### src/rtl/bus_arb_pkg.sv
// Shared types and helpers for the bus host arbiter and any other fabric
// arbiter that reuses the round-robin picker.
package bus_arb_pkg;

  typedef enum logic [1:0] {
    IDLE = 2'd0,
    REQ  = 2'd1,
    RESP = 2'd2
  } arb_state_e;

  localparam int TimeoutCntWidth = 8;

  // Index width for n items; never narrower than one bit so n=1 still has a signal.
  function automatic int sel_width(input int n);
    return (n > 1) ? $clog2(n) : 1;
  endfunction

endpackage

### src/rtl/bus_rr_pick.sv
// Combinational round-robin picker: first set request at or after the pointer,
// wrapping modulo NrReq.
module bus_rr_pick
  import bus_arb_pkg::*;
#(
  parameter int NrReq = 2,
  parameter int SelW  = sel_width(NrReq)
) (
  input  logic [NrReq-1:0] i_req,
  input  logic [SelW-1:0]  i_rr,
  output logic [SelW-1:0]  o_winner,
  output logic             o_any_req
);

  int              w_idx;
  logic [SelW-1:0] w_pos;

  // Scan farthest-first so the request closest to the pointer is written last and wins.
  always_comb begin
    o_winner  = '0;
    o_any_req = |i_req;
    w_idx     = 0;
    w_pos     = '0;
    for (int i = NrReq - 1; i >= 0; i--) begin
      w_idx = int'(i_rr) + i;
      if (w_idx >= NrReq) begin
        w_idx = w_idx - NrReq;
      end
      w_pos = SelW'(w_idx);
      if (i_req[w_pos]) begin
        o_winner = w_pos;
      end
    end
  end

endmodule

### src/rtl/bus_host_arbiter.sv
// Round-robin arbiter sharing one downstream bus port between NrHosts hosts,
// one outstanding transaction at a time, with a response timeout.
module bus_host_arbiter
  import bus_arb_pkg::*;
#(
  parameter int NrHosts       = 2,
  parameter int DataWidth     = 32,
  parameter int AddressWidth  = 32,
  parameter int TimeoutCycles = 255
) (
  input  logic                                    clk_i,
  input  logic                                    rst_ni,
  input  logic [NrHosts-1:0]                      host_req_i,
  output logic [NrHosts-1:0]                      host_gnt_o,
  input  logic [NrHosts-1:0][AddressWidth-1:0]    host_addr_i,
  input  logic [NrHosts-1:0]                      host_we_i,
  input  logic [NrHosts-1:0][DataWidth/8-1:0]     host_be_i,
  input  logic [NrHosts-1:0][DataWidth-1:0]       host_wdata_i,
  output logic [NrHosts-1:0]                      host_rvalid_o,
  output logic [NrHosts-1:0][DataWidth-1:0]       host_rdata_o,
  output logic [NrHosts-1:0]                      host_err_o,
  output logic                                    dev_req_o,
  input  logic                                    dev_gnt_i,
  output logic [AddressWidth-1:0]                 dev_addr_o,
  output logic                                    dev_we_o,
  output logic [DataWidth/8-1:0]                  dev_be_o,
  output logic [DataWidth-1:0]                    dev_wdata_o,
  input  logic                                    dev_rvalid_i,
  input  logic [DataWidth-1:0]                    dev_rdata_i,
  input  logic                                    dev_err_i,
  output logic [TimeoutCntWidth-1:0]              timeout_cnt_o
);

  localparam int SelW   = sel_width(NrHosts);
  localparam int TimerW = sel_width(TimeoutCycles + 1);
  localparam logic [TimerW-1:0] TimerLast = TimerW'(TimeoutCycles - 1);
  localparam logic [SelW-1:0]   SelLast   = SelW'(NrHosts - 1);

  arb_state_e                 r_state;
  logic [SelW-1:0]            r_rr;
  logic [SelW-1:0]            r_sel;
  logic [TimerW-1:0]          r_timer;
  logic [TimeoutCntWidth-1:0] r_timeout_cnt;

  logic [SelW-1:0] w_winner;
  logic [SelW-1:0] w_rr_next;
  logic            w_any_req;
  logic            w_timeout;

  bus_rr_pick #(
    .NrReq (NrHosts),
    .SelW  (SelW)
  ) u_pick (
    .i_req     (host_req_i),
    .i_rr      (r_rr),
    .o_winner  (w_winner),
    .o_any_req (w_any_req)
  );

  assign w_timeout     = (r_timer == TimerLast);
  assign w_rr_next     = (r_sel == SelLast) ? '0 : r_sel + 1'b1;
  assign timeout_cnt_o = r_timeout_cnt;

  always_ff @(posedge clk_i) begin
    if (!rst_ni) begin
      r_state       <= IDLE;
      r_rr          <= '0;
      r_sel         <= '0;
      r_timer       <= '0;
      r_timeout_cnt <= '0;
    end else begin
      case (r_state)
        IDLE: begin
          if (w_any_req) begin
            r_sel   <= w_winner;
            r_state <= REQ;
          end
        end
        REQ: begin
          // A withdrawn request abandons the slot without moving the pointer.
          if (!host_req_i[r_sel]) begin
            r_state <= IDLE;
          end else if (dev_gnt_i) begin
            r_timer <= '0;
            r_state <= RESP;
          end
        end
        RESP: begin
          r_timer <= r_timer + 1'b1;
          if (dev_rvalid_i) begin
            r_rr    <= w_rr_next;
            r_state <= IDLE;
          end else if (w_timeout) begin
            if (r_timeout_cnt != '1) begin
              r_timeout_cnt <= r_timeout_cnt + 1'b1;
            end
            r_rr    <= w_rr_next;
            r_state <= IDLE;
          end
        end
        default: r_state <= IDLE;
      endcase
    end
  end

  // Only the selected host ever sees grant/response traffic; a real response beats a timeout.
  always_comb begin
    host_gnt_o    = '0;
    host_rvalid_o = '0;
    host_rdata_o  = '0;
    host_err_o    = '0;
    dev_req_o     = 1'b0;
    dev_addr_o    = '0;
    dev_we_o      = 1'b0;
    dev_be_o      = '0;
    dev_wdata_o   = '0;
    case (r_state)
      REQ: begin
        dev_req_o         = host_req_i[r_sel];
        dev_addr_o        = host_addr_i[r_sel];
        dev_we_o          = host_we_i[r_sel];
        dev_be_o          = host_be_i[r_sel];
        dev_wdata_o       = host_wdata_i[r_sel];
        host_gnt_o[r_sel] = dev_gnt_i & host_req_i[r_sel];
      end
      RESP: begin
        if (dev_rvalid_i) begin
          host_rvalid_o[r_sel] = 1'b1;
          host_rdata_o[r_sel]  = dev_rdata_i;
          host_err_o[r_sel]    = dev_err_i;
        end else if (w_timeout) begin
          host_rvalid_o[r_sel] = 1'b1;
          host_err_o[r_sel]    = 1'b1;
        end
      end
      default: ;
    endcase
  end

endmodule

### config.mk
export PLATFORM = sky130hd
export DESIGN_NAME = bus_host_arbiter
export DESIGN_NICKNAME = d
export VERILOG_FILES = /design/src/rtl/bus_arb_pkg.sv /design/src/rtl/bus_rr_pick.sv /design/src/rtl/bus_host_arbiter.sv
export SDC_FILE = /design/constraint.sdc
export NUM_CORES = 1
export LEC_CHECK = 0
export CORE_AREA = 2 2 127 129
export DETAILED_ROUTE_END_ITERATION = 7
export DIE_AREA = 0 0 129 131
export PLACE_DENSITY_LB_ADDON = 0.25
export SYNTH_ARGS = -nofsm -noshare
export SYNTH_HDL_FRONTEND = slang
export SYNTH_SLANG_ARGS = --single-unit
export TNS_END_PERCENT = 100
### constraint.sdc
create_clock -name clk_i -period 3.2 [get_ports clk_i]
set_input_delay 0.8 -clock clk_i [delete_from_list [all_inputs] [get_ports clk_i]]
set_output_delay 0.8 -clock clk_i [all_outputs]
set_load 0.02 [all_outputs]
* After elaboration in Yosys (flattened, before gate mapping)
Index checks and enable logic that the tools add are counted.
W data, S select, Z words.
** Storage, ports and cells
- Register bits after elaboration :: 20
- Input port bits :: 177
- Output and inout bits :: 148
- Word-level logic and storage cells :: 88
** Operators by class
- Add/sub/neg operators :: 6
- Magnitude comparators :: 6
- Equality and inequality tests :: 9
- Multiplexer cells :: 47
- Bitwise logic cells :: 5
- Reductions and logical operators :: 10
** Operator list (count)
- $mux W32 :: 7
- $mux W64 :: 2
- $and A64 B64 Y64 :: 1
- $demux W32 S1 :: 1
- $mux W2 :: 11
- $mux W1 :: 18
- $add A8 B1 Y8 const B :: 2
- $mux W8 :: 2
- $pmux W8 S2 :: 1
- $mux W4 :: 3
- $eq A8 B8 Y1 const B :: 1
- $ne A8 B8 Y1 const B :: 1
- $lt A1 B2 Y1 const B :: 3
- $ne A3 B3 Y1 const B :: 2
- $pmux W2 S3 :: 1
- $reduce_and A3 Y1 :: 2
- $and A2 B2 Y2 :: 2
- $ne A2 B2 Y1 const B :: 2
- $reduce_and A2 Y1 :: 2
- $reduce_and A4 Y1 :: 1
- $reduce_bool A2 Y1 :: 2
- $add A1 B1 Y2 const B :: 1
- $eq A2 B1 Y1 const B :: 1
- $eq A2 B2 Y1 const B :: 1
- 12 further kinds :: 13

* Logic depth before layout (Yosys ltp)
Gate-level depths: netlist of the first run.
- Depth after elaboration :: 7
- Depth in mapped cells :: 7
- Mapped depth without buffers :: 6

* Modules after synthesis
From an unflattened synthesis of the first run, not the netlist that was laid out.
** Second synthesis, totals
- Cell total of the unflattened synthesis :: 370
- Area, all modules :: 2558.7 um^2
** Modules (own cells, without submodules)
- bus_host_arbiter :: instances 1, cells an instance 367, area each 2541.2 um^2, seq. area each 400.4 um^2
- bus_rr_pick :: instances 1, cells an instance 3, area each 17.5 um^2, seq. area each 0.0 um^2

* Least setup slack after synthesis of the first run
No wires, ideal clock.
- Path kind :: reg2out
- From :: register r_sel
- To :: output port dev_addr_o[10]
- Arrival time :: 1.738 ns
- Data required time :: 2.400 ns
- Slack :: 0.662 ns
- Stages on the path, launching flop included :: 6
- Path buffers :: 3
- Cells stage by stage :: dfxtp_1 clkbuf_1 clkbuf_1 buf_1 mux2i_1 nor2_1
** On the way
- Word-level cells in the longest chain between the ends :: 3
** RTL lines
- from (decl) :: RTL line bus_host_arbiter.sv:41 : logic [SelW-1:0] r_sel;
- from (signal assigned) :: RTL line bus_host_arbiter.sv:75 : r_sel <= w_winner;
- $mux W32 (not written as such) (2 in series) :: RTL line bus_host_arbiter.sv:120 : dev_addr_o = host_addr_i[r_sel];
- $mux W32 :: RTL line bus_host_arbiter.sv:117 : case (r_state)
- to (decl) :: RTL line bus_host_arbiter.sv:24 : output logic [AddressWidth-1:0] dev_addr_o,
Every way passes these cells. The select of a mux whose other input is x is not followed.

* Final worst setup path of the first run
- From :: input port dev_rvalid_i
- To :: output port host_rvalid_o[0]
** On the way
- Word-level cells in the longest chain between the ends :: 2
** RTL lines
- from (decl) :: RTL line bus_host_arbiter.sv:28 : input logic dev_rvalid_i,
- $mux W2 :: RTL line bus_host_arbiter.sv:127 : if (dev_rvalid_i) begin
- $mux W2 :: RTL line bus_host_arbiter.sv:117
- to (decl) :: RTL line bus_host_arbiter.sv:19 : output logic [NrHosts-1:0] host_rvalid_o,
Every way passes these cells.

==> summary.txt, run 1 <==
Synth
  – Synth async-reset ratio: 0%
  – Yosys cell types: 39
  – Yosys warning count: 0
  – Top-count cell post-synth: nor2_1
  – Yosys top cell area share: slightly below 30%
  – #FFs+latches synth: 20
  – Synth Net Count: 540
  – EDFF count, synth: 0
  – Synth Instances: 360
  – Commonest register cell after synthesis: dfxtp_1
  – Largest area contributor in the netlist: mux2i_1
  – Post-synth top cells: nor2_1 (89), mux2i_1 (74), and3_1 (65)
  – Area contributors post-synth: mux2i_1 (30%), and3_1 (16%), dfxtp_1 (16%)
  – Register area share after synthesis: 16.0%
  – Post-Syn Area: about 2500 um^2
  – Synth Area per Inst: a little under 7 um^2

Placement
  – Count of port buffers added during placement: between 300 and 400
  – Post-detail-place hpwl: between 10000 and 15000 um
  – Final RePlAce weighted congestion: between 0.9 and 1
  – Placed cells: 881

Global route
  – Gr usage total: between 15 and 20%
  – Vias in the first global route: ~3900
  – Largest net degree at the start of global routing: a little under 70
  – GR Overflow Total: 0
  – Initial antenna violation count: 1
  – First-pass GRT wire length: ~21000 um

Timing
  – Slew Limit Fails: 0
  – Fmax: between 0.3 and 0.4 GHz
  – Final min period: 3.06 ns
  – Period utilisation layout: a little over nine tenths
  – Final Hold Vio Count: 0
  – Worst-Margin Slew: 0.576 ns
  – Clock skew: between 0.006 and 0.007 ns
  – RSZ-0062 raised after global routing: no
  – Slew HR: a little over 60%
  – # setup viols final: 0

Critical path
  – Crit path max fanout: 5
  – Worst R2R End: timeout_cnt_o[4]$_SDFFE_PN0P_
  – RR Startpoint: r_timer[0]$_SDFFE_PN0P_
  – Crit path kind: primary input to output pin
  – Worst Path Arrival: 2.26 ns
  – R2r setup slk: ~1.2 ns
  – R2R cell count: 6
  – Crit path launch type: primary input
  – Worst path required time: about 2.4 ns
  – Crit end category: output pin

Clocking
  – Worst skew pair latency: between 0.2 and 0.3 ns
  – Cts bufs inserted: 3
  – Bufs on Longest Clock Path: 2
  – Post CTS Setup Buffer Count: 0
  – CTS sink count: 20
  – Max H-tree Level: 1
  – Root buffer cell: clkbuf_16
  – CTS tree: yes
  – CTS Hold Bufs: 0
  – Clock transition at path regs: 0.06 ns

Finish
  – Register area: around 400 um^2
  – Share of post-route cells with drive strength above 1: 3.74%
  – Fillcell total: between 1500 and 2000
  – Footprint of the multi-input gates: between 1500 and 2000 um^2
  – Post-Layout Cell Count: approximately 890
  – N_diodes: 0
  – Final core occ: between 30% and 40%
  – Area Growth Syn to Fin: 143%
  – Nets@finish: 850

Min path
  – Hold Path End: r_rr$_SDFFE_PN0P_
  – Hold Crit Class: flop to flop
  – Hold Path Origin: r_rr$_SDFFE_PN0P_
  – Hold depth: 2

Die
  – I/O Pins: approximately 330
  – Die height: 131 um
  – Core area: around 16000 um^2
  – Die width: about 130 um
  – Starting density of the core: between 10% and 20%
  – Site Rows: 46
  – Die Footprint: ~17000 um^2

Detailed routing
  – Vias per inst: roughly 4.2
  – Total wire length: 13800 um
  – First DRT Iteration DRCs: 132
  – Drt first pass iters: 4
  – WL per Instance: ~16 um
  – Remaining antenna violation count: 0
  – Number of remaining DRC errors: 0
  – Via Count: roughly 3700

Pwr
  – Clock network fraction of design power: 21.0%
  – Peak supply drop: approximately 230 uV
  – Switching share of power: 32.4%
  – Leakage: about 2.7 nW
  – NetSw: between 0.3 and 0.4 mW
  – P_int: between 0.8 and 0.9 mW
  – Pwr/cell area: roughly 200 nW/um^2
  – Reg power frac: about 22%
  – Comb pwr share: roughly 57%

Run
  – Max Cap Violations: 0

Status
  – Outcome: complete, no violations
[state kept, by name (all words and copies together) (netlist names)]
name / cells
r_timer: 8
timeout_cnt_o: 8
r_state: 2
r_rr: 1
r_sel: 1
[placed cells by master (no fill, tap or decap), types with 4 or more instances in the layout]
| cell | n |
|---|---|
| nor2_1 | 89 |
| nand2_1 | 13 |
| or4_1 | 4 |
| clkdlybuf4s50_1 | 257 |
| nand3_1 | 6 |
| mux2i_1 | 74 |
| dlygate4sd2_1 | 66 |
| dfxtp_1 | 19 |
| buf_12 | 6 |
| a21oi_1 | 9 |
| buf_4 | 8 |
| nor3_1 | 4 |
| and3_1 | 65 |
[layer usage]
metal | global-route usage [%] | part of all wire, %
met4 | 3.32 | 2.1
met3 | 4.36 | 7.7
met2 | 30.6 | 54
met1 | 15.5 | 36
met5 | 0 | 0.10
[worst max path at each step]
stage	startpoint	end	slack (ns)	cells after the start
3_3_place_gp	dev_rvalid_i	host_rdata_o[30]	-0.07	5
2_1_floorplan	r_sel$_SDFFE_PN0P_	dev_addr_o[10]	0.66	5
5_1_grt	dev_rvalid_i	host_rvalid_o[0]	0.03	5
4_1_cts	dev_rvalid_i	host_rvalid_o[0]	0.1	5
3_5_place_dp	dev_rvalid_i	host_rdata_o[30]	-0.10	5
6_report	dev_rvalid_i	host_rvalid_o[0]	0.14	5
[power by group through the flow]
stage | clock network (mW) | registers (mW) | logic [mW]
floorplan | 0 | 0.260 | 0.274
global placement | 0 | 0.268 | 0.697
detailed placement | 0 | 0.268 | 0.699
CTS | 0.261 | 0.263 | 0.702
global route | 0.269 | 0.264 | 0.744
finish | 0.255 | 0.263 | 0.696
[stage by stage]
step | hold slack [ns] | setup slack, ns | area, um^2 | TNS, ns | total power, mW
after global placement | 0.470 | -0.0696 | 6070 | -2.47 | 0.965
after CTS | 0.489 | 0.0972 | 6080 | 0 | 1.23
after detailed placement | 0.481 | -0.103 | 6070 | -3.32 | 0.967
after global routing | 0.512 | 0.0270 | 6080 | 0 | 1.28
after floorplan | 0.433 | 0.662 | 2510 | 0 | 0.535
final | 0.483 | 0.138 | 6080 | 0 | 1.21
[timing repair]
action	in CTS	in global routing
resized for setup	68	1
endpoints found under the setup margin	68	2
pin swaps	0	0
[critical path, stage by stage]
cell and delay [ns]:
clkdlybuf4s50_1 0.49, buf_4 0.16, o21ai_4 0.08, nor2_1 0.11, clkdlybuf4s50_1 0.61
[logic make-up after synthesis]
kind of cell,after synthesis,share of synthesized area [%]
flip-flops,20,16.0
multiplexers,74,29.6
XOR/XNOR,3,1.05
buffers and inverters,35,5.44
adder cells (fa/ha/maj),3,1.50
AO/OA/AOI/OAI,22,5.54
AND/OR/NAND/NOR,203,40.9
[final cells by class]
type | count | share of cell area, %
Clock buffer | 4 | 1.30
Inverter | 3 | 0.185
Multi-Input combinational cell | 305 | 32.7
Sequential cell | 20 | 6.64
Tap cell | 216 | 4.44
Timing Repair Buffer | 337 | 54.8
Note: power is estimated with default switching activity, not from simulation.
==> inputs of run 2 (changes only) <==
--- a/config.mk
+++ b/config.mk
@@ -6,6 +6,7 @@
 export NUM_CORES = 1
 export LEC_CHECK = 0
 export CORE_AREA = 2 2 127 129
+export CTS_CLUSTER_DIAMETER = 30
 export DETAILED_ROUTE_END_ITERATION = 7
 export DIE_AREA = 0 0 129 131
 export PLACE_DENSITY_LB_ADDON = 0.25
==> results of run 2 <==
Same layout as run 1: the final DEF is identical, and so are final timing and power.
==> inputs of run 3 (changes only) <==
==> constraint.sdc (replaced) <==
create_clock -name clk_i -period 3.2 [get_ports clk_i]
set_input_delay 0.8 -clock clk_i [delete_from_list [all_inputs] [get_ports clk_i]]
set_output_delay 0.8 -clock clk_i [all_outputs]
set_load 0.005 [all_outputs]
==> run 3 against run 2 <==
Effect of this change:
- critical path depth is 1 lower
- die area stayed put
- maximum frequency is 3.0% higher
- power hardly changed
- register-to-register slack worse by 0.11 ns
- sequential share of layout area is 0.069 points lower
- via count is 0.29% higher
- clock power is 35% higher
==> summary.txt, run 3 (same netlist as run 1, synthesis figures left out) <==
Status
  – Outcome: complete, no violations

Clocking
  – Max H-tree Level: 1 (unchanged)
  – CTS tree: yes
  – Clock transition at path regs: 0.06 ns (about the same)
  – Worst skew pair latency: 0.25 ns (about the same)
  – Bufs on Longest Clock Path: 2 (unchanged)
  – CTS sink count: 20 (unchanged)
  – Root buffer cell: clkbuf_16
  – Cts bufs inserted: 3 (unchanged)

Timing
  – Fmax: 0.336 GHz (+3.0%)
  – RSZ-0062 raised after global routing: no
  – Clock skew: 0.00420 ns (-0.00185 ns)
  – Final Hold Vio Count: 0 (unchanged)
  – Worst-Margin Slew: 0.637 ns (+0.0606 ns)
  – Final WS setup: 0.226 ns (+0.0878 ns)
  – # setup viols final: 0 (unchanged)
  – Slew HR: 57.2% (-4.1 points)
  – Setup TNS: 0 ns (unchanged)
  – Slew Limit Fails: 0 (unchanged)
  – Period utilisation layout: 92.9% (-2.7 points)
  – Final min period: 2.97 ns (-0.0878 ns)
  – WHS: 0.482 ns (-0.000686 ns)

Finish
  – Share of post-route cells with drive strength above 1: 3.46% (-0.28 points)
  – Nets@finish: 846 (-0.47%)
  – Area Growth Syn to Fin: 145%
  – Commonest non-fill, non-tap cell in the layout: clkdlybuf4s50_1
  – N_diodes: 0 (unchanged)
  – Most frequent cells in the layout: clkdlybuf4s50_1 (323), nor2_1 (89), mux2i_1 (74)

Global route
  – GR Overflow Total: 0 (unchanged)
  – Initial antenna violation count: 0 (-1)
  – Gr usage total: 15.3% (+0.018 points)
  – First-pass GRT wire length: 20400 um (-0.74%)
  – Vias in the first global route: 3853 (-0.31%)
  – Largest net degree at the start of global routing: 68 (unchanged)

Critical path
  – Worst R2R End: r_timer[7]$_SDFFE_PN0P_
  – Buffer and inverter count on the worst path: 2 (-1)
  – Worst path cell trace: clkdlybuf4s50_1 -> mux2i_1 -> nor2_1 -> clkdlybuf4s50_1
  – Largest stage delay on the critical path: 0.55 ns (-0.06 ns)
  – Worst Path Arrival: 2.17 ns (-0.09 ns)
  – Crit path kind: primary input to output pin
  – Crit end category: output pin
  – R2r setup slk: 1.12 ns (-0.11 ns)
  – Worst path required time: 2.40 ns (about the same)
  – Crit path launch type: primary input
  – Slowest-stage cell, CP: clkdlybuf4s50_1
  – Crit path max fanout: 5 (unchanged)
  – R2R cell count: 5 (-1)
  – CP dominant cell by count: clkdlybuf4s50_1
  – Cell family with most CP delay: buffers and inverters
  – RR Startpoint: r_sel$_SDFFE_PN0P_

Die
  – Die Footprint: 16900 um^2 (unchanged)
  – I/O Pins: 325 (unchanged)
  – Site Rows: 46 (unchanged)
  – Die height: 131 um (unchanged)
  – Core area: 15600 um^2 (unchanged)
  – Starting density of the core: 16.1% (unchanged)
  – Die width: 129 um (unchanged)

Detailed routing
  – Via Count: 3750 (+0.29%)
  – First DRT Iteration DRCs: 153 (+16%)
  – Drt first pass iters: 4 (unchanged)
  – Vias per inst: 4.26 (+0.75%)
  – Number of remaining DRC errors: 0 (unchanged)
  – Remaining antenna violation count: 0 (unchanged)
  – WL per Instance: 15.8 um (+1.1%)
  – Total wire length: 13900 um (+0.69%)

Min path
  – Hold Crit Class: flop to flop
  – Hold Path Origin: r_rr$_SDFFE_PN0P_
  – Hold depth: 2 (unchanged)
  – Hold Path End: r_rr$_SDFFE_PN0P_

Placement
  – Count of port buffers added during placement: 324 (unchanged)
  – Final RePlAce weighted congestion: 0.939 (+2.4%)
  – Post-detail-place hpwl: 11700 um (+0.20%)
  – Dpl ws: -0.0357 ns (+0.0676 ns)

Pwr
  – Leakage: 2.37 nW (-12%)
  – Pwr/cell area: 197 nW/um^2 (-0.99%)
  – Peak supply drop: 159 uV (-30%)

Run
  – Max Cap Violations: 0 (unchanged)
[run 3: area by class of cell]
type | count | area (um^2)
clock buffers | 3 | 75.1
clock inverters | 1 | 30.0
fillers | 1646 | 9450
inverters | 3 | 11.3
multi-input cells | 305 | 1990
flip-flops and latches | 20 | 404
well taps | 216 | 270
repair buffers | 333 | 3360
[run 3: where the power goes]
group / leakage, nW / internal [mW] / switching, mW
registers: 0.162 / 0.252 / 0.0164
logic: 2.16 / 0.395 / 0.207
clock network: 0.0511 / 0.248 / 0.0955
[run 3: worst max-delay path by stage]
| stage | end | slack [ns] | from | cells past startpoint |
|---|---|---|---|---|
| floorplan | dev_addr_o[10] | 0.81 | r_sel$_SDFFE_PN0P_ | 5 |
| CTS | host_rdata_o[12] | 0.01 | dev_rvalid_i | 5 |
| global route | dev_req_o | 0.09 | host_req_i[0] | 4 |
| global placement | host_rdata_o[26] | 0.04 | dev_rvalid_i | 5 |
| finish | dev_req_o | 0.23 | host_req_i[0] | 4 |
| detailed placement | host_rdata_o[12] | -0.04 | dev_rvalid_i | 5 |
[run 3: what timing repair did]
action / in CTS / in global routing
buffers inserted: 0 / 0
gates cloned: 0 / 0
hold buffers: 0 / 0
resized for setup: 2 / 4
pin swaps: 1 / 0
setup endpoints to repair: 34 / 66
[run 3: worst register-to-register path: stages (launching register included)]
cell,delay (ns)
dfxtp_4,0.68
mux2i_1,0.25
buf_4,0.20
o21a_1,0.22
or4_1,0.50
a21oi_1,0.16
[run 3: metal layers]
metal  global-route usage (%)  vias to the layer above  part of all wire (%)
li1                         -                     1881                     -
met5                        0                        -                     0
met1                     15.0                     1692                    34
met4                     2.88                        0                   1.5
met3                     4.40                       13                   8.7
met2                     31.6                      164                    56
[run 3: per-stage QoR]
stage	total power, mW	instances	util, %	instance area (um^2)
5_1_grt	1.28	881	39.4	6150
2_1_floorplan	0.451	360	-	2510
4_1_cts	1.23	881	39.3	6130
3_3_place_gp	0.874	877	38.6	6020
3_5_place_dp	0.877	877	38.6	6020
6_report	1.21	881	39.4	6150
